## config.mk

```make
export PLATFORM = sky130hd
export DESIGN_NAME = i2c_arbiter
export DESIGN_NICKNAME = d
export VERILOG_FILES = /design/src/rtl/i2c_arbiter.sv
export SDC_FILE = /design/constraint.sdc
export NUM_CORES = 1
export LEC_CHECK = 0
export ABC_AREA = 1
export BUFFER_PORTS_ARGS = -buffer_cell sky130_fd_sc_hd__buf_4
export CAP_MARGIN = 20
export CORE_AREA = 8 8 79 81
export DETAILED_ROUTE_END_ITERATION = 7
export DIE_AREA = 0 0 87 89
export PLACE_DENSITY_LB_ADDON = 0.12
export SLEW_MARGIN = 20
export SYNTH_ARGS = -nofsm -noshare
export SYNTH_HDL_FRONTEND = slang
export SYNTH_SLANG_ARGS = --single-unit
```

## constraint.sdc

```tcl
create_clock -name clk -period 3.69 [get_ports clk]
set_input_delay 0.738 -clock clk [delete_from_list [all_inputs] [get_ports clk]]
set_output_delay 0.738 -clock clk [all_outputs]
set_load 0.005 [all_outputs]
```

## src/rtl/i2c_arbiter.sv

```systemverilog
// Round-robin arbiter that shares one i2c_master among NREQ requesters:
// latches the winner's descriptor, runs the start handshake and routes data strobes to the owner.
module i2c_arbiter #(
  parameter int NREQ    = 2,
  parameter int TIMEOUT = 1023,
  parameter int TW      = 10
) (
  input  logic                clk,
  input  logic                reset,
  input  logic [NREQ-1:0]     req,
  input  logic [NREQ*8-1:0]   req_nbytes,
  input  logic [NREQ*7-1:0]   req_addr,
  input  logic [NREQ-1:0]     req_rw,
  input  logic [NREQ*8-1:0]   req_write_data,
  output logic [NREQ-1:0]     grant,
  output logic [NREQ-1:0]     done,
  output logic                err,
  output logic [7:0]          req_read_data,
  output logic [NREQ-1:0]     req_tx_data_req,
  output logic [NREQ-1:0]     req_rx_data_ready,
  output logic                m_start,
  output logic [7:0]          m_nbytes,
  output logic [6:0]          m_addr,
  output logic                m_rw,
  output logic [7:0]          m_write_data,
  input  logic [7:0]          m_read_data,
  input  logic                m_tx_data_req,
  input  logic                m_rx_data_ready,
  input  logic                m_ready,
  input  logic                m_busy
);

  typedef enum logic [1:0] {
    S_IDLE,
    S_START,
    S_RUN,
    S_DONE
  } state_t;

  state_t          state_reg, state_next;
  logic [NREQ-1:0] grant_reg, grant_next;
  logic [NREQ-1:0] rr_reg, rr_next;
  logic [TW-1:0]   cnt_reg, cnt_next;
  logic            err_reg, err_next;
  logic [7:0]      nbytes_reg, nbytes_next;
  logic [6:0]      addr_reg, addr_next;
  logic            rw_reg, rw_next;

  logic [NREQ-1:0] hi_req;
  logic [NREQ-1:0] pick_vec;
  logic [NREQ-1:0] win_oh;
  logic [NREQ-1:0] rr_rot;
  logic [7:0]      sel_nbytes;
  logic [6:0]      sel_addr;
  logic            sel_rw;
  logic [7:0]      sel_wdata;
  logic            active;

  // rr_reg is one-hot; requests at or above it take priority, else wrap to the lowest request.
  assign hi_req   = req & ~(rr_reg - NREQ'(1));
  assign pick_vec = (|hi_req) ? hi_req : req;
  assign win_oh   = pick_vec & (~pick_vec + NREQ'(1));

  for (genvar gi = 0; gi < NREQ; gi++) begin : g_rot
    assign rr_rot[gi] = grant_reg[(gi + NREQ - 1) % NREQ];
  end

  // Bit-sliced AND-OR muxes keyed by a one-hot select.
  for (genvar gb = 0; gb < 8; gb++) begin : g_byte
    logic [NREQ-1:0] nb_col;
    logic [NREQ-1:0] wd_col;
    for (genvar gi = 0; gi < NREQ; gi++) begin : g_req
      assign nb_col[gi] = req_nbytes[8*gi + gb];
      assign wd_col[gi] = req_write_data[8*gi + gb];
    end
    assign sel_nbytes[gb] = |(nb_col & win_oh);
    assign sel_wdata[gb]  = |(wd_col & grant_reg);
  end

  for (genvar gb = 0; gb < 7; gb++) begin : g_addr
    logic [NREQ-1:0] ad_col;
    for (genvar gi = 0; gi < NREQ; gi++) begin : g_req
      assign ad_col[gi] = req_addr[7*gi + gb];
    end
    assign sel_addr[gb] = |(ad_col & win_oh);
  end

  assign sel_rw = |(req_rw & win_oh);

  always_ff @(posedge clk or negedge reset) begin
    if (!reset) begin
      state_reg  <= S_IDLE;
      grant_reg  <= '0;
      rr_reg     <= NREQ'(1);
      cnt_reg    <= '0;
      err_reg    <= 1'b0;
      nbytes_reg <= '0;
      addr_reg   <= '0;
      rw_reg     <= 1'b0;
    end else begin
      state_reg  <= state_next;
      grant_reg  <= grant_next;
      rr_reg     <= rr_next;
      cnt_reg    <= cnt_next;
      err_reg    <= err_next;
      nbytes_reg <= nbytes_next;
      addr_reg   <= addr_next;
      rw_reg     <= rw_next;
    end
  end

  always_comb begin
    state_next  = state_reg;
    grant_next  = grant_reg;
    rr_next     = rr_reg;
    cnt_next    = cnt_reg;
    err_next    = err_reg;
    nbytes_next = nbytes_reg;
    addr_next   = addr_reg;
    rw_next     = rw_reg;
    case (state_reg)
      S_IDLE: begin
        if (|req && m_ready && !m_busy) begin
          grant_next  = win_oh;
          nbytes_next = sel_nbytes;
          addr_next   = sel_addr;
          rw_next     = sel_rw;
          cnt_next    = '0;
          err_next    = 1'b0;
          state_next  = S_START;
        end
      end
      S_START: begin
        if (m_busy) begin
          state_next = S_RUN;
        end else if (cnt_reg == TW'(TIMEOUT - 1)) begin
          err_next   = 1'b1;
          state_next = S_DONE;
        end else begin
          cnt_next = cnt_reg + TW'(1);
        end
      end
      S_RUN: begin
        if (!m_busy) state_next = S_DONE;
      end
      S_DONE: begin
        rr_next     = rr_rot;
        grant_next  = '0;
        nbytes_next = '0;
        addr_next   = '0;
        rw_next     = 1'b0;
        cnt_next    = '0;
        err_next    = 1'b0;
        state_next  = S_IDLE;
      end
      default: state_next = S_IDLE;
    endcase
  end

  assign active            = (state_reg == S_START) || (state_reg == S_RUN);
  assign grant             = grant_reg;
  assign done              = (state_reg == S_DONE) ? grant_reg : '0;
  assign err               = (state_reg == S_DONE) && err_reg;
  assign m_start           = (state_reg == S_START);
  assign m_nbytes          = nbytes_reg;
  assign m_addr            = addr_reg;
  assign m_rw              = rw_reg;
  assign m_write_data      = active ? sel_wdata : '0;
  assign req_read_data     = m_read_data;
  assign req_tx_data_req   = active ? (grant_reg & {NREQ{m_tx_data_req}}) : '0;
  assign req_rx_data_ready = active ? (grant_reg & {NREQ{m_rx_data_ready}}) : '0;

endmodule

```

==> results.toml <==
[floorplan]
die_y_microns = 89
ios = 106
fp.dieArea_sq_mm = 0.00774
row_count = 26
die_w_microns = 87
core_region_area_sq_mm = 0.00498
initial_core_util_pct = 43.5

[synth]
synth_top_cell_area_share_pct = 37.0
syn_inst = 314
netlist_area_sq_mm = 0.00217
synth_edf_count = 0
yosys.area.top_type = "dfrtp_1"
async_flop_share_pct = 100
ys_types = 27
synth_commonest_cells = "nand2_1, nand3_1, dfrtp_1"
synth.avg_cell_area_sq_um = 6.90
yosysWarnings = 0
synth_seq_area_share_pct = 38.2
ys_ff_latch = 33
yosysMostFrequentCell = "nand2_1"
synth_flop_cell = "dfrtp_1"
netlist_top_cells_area = "dfrtp_1, nand2_1, nand3_1, inv_1, ha_1"
synth_nets = 385

[sta]
hold_viol_final = 0
period_share_pct = 67.2
maxSlewViolCount = 0
finalSetupViolations = 0
worst_pin_slew_ns = 0.496
finalSetupTns_ns = 0
slew_headroom_pct = 66.7
max_freq_mhz = 403
clock-skew-final_ns = 0.00263
setup_slack_ns = 1.21
finalCriticalPeriod_ns = 2.48
rsz0062_at_grt = "no"

[pwr]
p_sw_share_pct = 42.2
seq_power_share_pct = 31.1
power_switching_w = 0.000786
p_clk_share_pct = 19.0
p_int_w = 0.00108
power.leakage_nw = 1.63
power_frac_comb_pct = 49.9
ir_drop_uv = 283
p_per_area_mw_per_mm2 = 644

[worst_setup_path]
r2r-end = "cnt_reg[7]"
ff2ff_path_depth = 7
rrSetupSlack_ns = 1.70
path_class = "flip-flop to output pin"
crit_buf_inv = 3
cp_top_family = "buffers and inverters"
cpPeakStageDelay_ns = 0.43
endpoint_kind = "output pin"
cp.arrival_ns = 1.74
worstSetupEndpoint = "req_tx_data_req[1]"
critPathLaunch = "state_reg[0]"
rr_startpoint = "state_reg[1]"
path_depth = 5
crit_chain = "inv_1 -> ha_1 -> inv_1 -> nor3_1 -> buf_4"
path_max_fanout = 12
critPathRequiredTime_ns = 2.95
cp_common_cell = "inv_1"
worstSetupStartpointType = "flip-flop"
cp_slowest_cell = "dfrtp_1"

[routing]
initialDrtViolationCount = 126
first_pass_iters = 4
viasPerCell = 4.85
num_vias = 2234
ant_nets = 0
wire_per_inst_microns = 13.7
drt_wl_total_microns = 6340
drcViolationCount = 0

[cts]
clk_latency_ns = 0.28
cts-root-buf = "clkbuf_8"
clock_path_buffers = 2
cts.clk_slew.worst_paths_ns = 0.07
htreeDepth = 2
cts_tree = "built"
ctsResizeCount = 0
clock_sinks = 33
cts_inserted_buffers = 5
cts_hold_buf = 0
cts_setup_buffers = 0

[grt]
grt_pass1_wl_microns = 10300
grt_pass1_vias = 2215
grt_max_degree = 34
gr-usage-all-layers_pct = 16.5
grt_antenna_before_repair = 0
overflow = 0

[outcome]
status = "finished, final reports clean"

[cells_and_area]
final-seq-area_sq_um = 827
antenna_cells = 0
fillerInstances = 516
layout-drive-gt1-share_pct = 27.1
syn2layout_area_growth_pct = 33.6
fin_util_pct = 58.2
largest_reg_flops = 10
multi_input_area_sq_mm = 0.00108
final_nets = 461

[place]
dpl.hpwl_microns = 4820
dp_slack_ns = 1.48
port_buffers = 89
place_congestion = 0.809

[min_path]
hp-class = "input port to asynchronous set/reset pin"

[run]
timing.max_cap.violations = 0
-- power groups by stage --
stage	combinational (W)	clock [W]	sequential, W
2_1_floorplan	0.000637	0	0.000552
3_3_place_gp	0.000919	0	0.000585
3_5_place_dp	0.000944	0	0.000585
4_1_cts	0.000948	0.000361	0.000580
5_1_grt	0.00106	0.000379	0.000597
6_report	0.000931	0.000354	0.000579
-- placed cells by master (no fill, tap or decap) --
master | netlist | final
a21oi_1 | 8 | 8
a21oi_2 | 1 | 1
a22oi_1 | 1 | 1
buf_4 | 11 | 90
bufinv_16 | 0 | 1
clkbuf_1 | 5 | 1
clkbuf_8 | 0 | 6
clkinv_1 | 1 | 1
dfrtp_1 | 32 | 32
dfstp_2 | 1 | 1
ha_1 | 7 | 7
inv_1 | 25 | 25
inv_2 | 2 | 2
nand2_1 | 128 | 128
nand2_2 | 1 | 1
nand3_1 | 48 | 48
nand3_2 | 2 | 2
nand4_1 | 2 | 2
nor2_1 | 12 | 12
nor2_2 | 2 | 2
nor3_1 | 4 | 4
o21ai_0 | 5 | 5
o21ai_1 | 3 | 3
o21bai_1 | 2 | 2
o22ai_1 | 2 | 2
xnor2_1 | 1 | 1
xor2_1 | 3 | 3
-- layout make-up --
type                            count  area share [%]
Timing Repair Buffer               90            23.3
Tap cell                           70            3.03
Clock buffer                        7            2.98
Inverter                           28            3.63
Multi-Input combinational cell    232            37.4
Sequential cell                    33            28.6
Clock inverter                      1            1.04
-- worst register-to-register path, delay by kind of cell (launching register included) --
kind / cells / cell delay, ns
simple gates: 3 / 0.57
flops: 1 / 0.43
compound gates: 2 / 0.24
buf+inv: 1 / 0.14
fa+ha+maj: 1 / 0.48
-- routing by layer --
metal	global-route usage, %	up-vias	part of all wire [%]
met4	5.01	0	0.68
met2	25.8	77	44
li1	-	1134	-
met3	6.43	4	10
met5	0	-	0
met1	20.4	1019	44
-- stage by stage --
stage / power (W) / instances / area [sq um] / hold slack [ns]
2_1_floorplan: 0.00119 / 314 / 2170 / 0.442
3_3_place_gp: 0.00150 / 453 / 2780 / 0.455
3_5_place_dp: 0.00153 / 453 / 2780 / 0.463
4_1_cts: 0.00189 / 461 / 2900 / 0.395
5_1_grt: 0.00204 / 461 / 2900 / 0.415
6_report: 0.00186 / 461 / 2900 / 0.391
-- cell families after synthesis --
group	share of synthesized area [%]
compound gates	5.72
xor+xnor	1.62
fa+ha+maj	4.04
buf+inv	11.8
flops	38.2
simple gates	38.6
-- how the worst min path moves through the flow --
stage | from | to | slack (ns)
floorplan | reset | cnt_reg[0] | 0.44
CTS | reset | cnt_reg[8] | 0.39
global route | reset | cnt_reg[8] | 0.42
global placement | rr_reg[1] | rr_reg[1] | 0.46
detailed placement | rr_reg[1] | rr_reg[1] | 0.46
finish | reset | cnt_reg[9] | 0.39
Power figures use the tool's default switching activity.
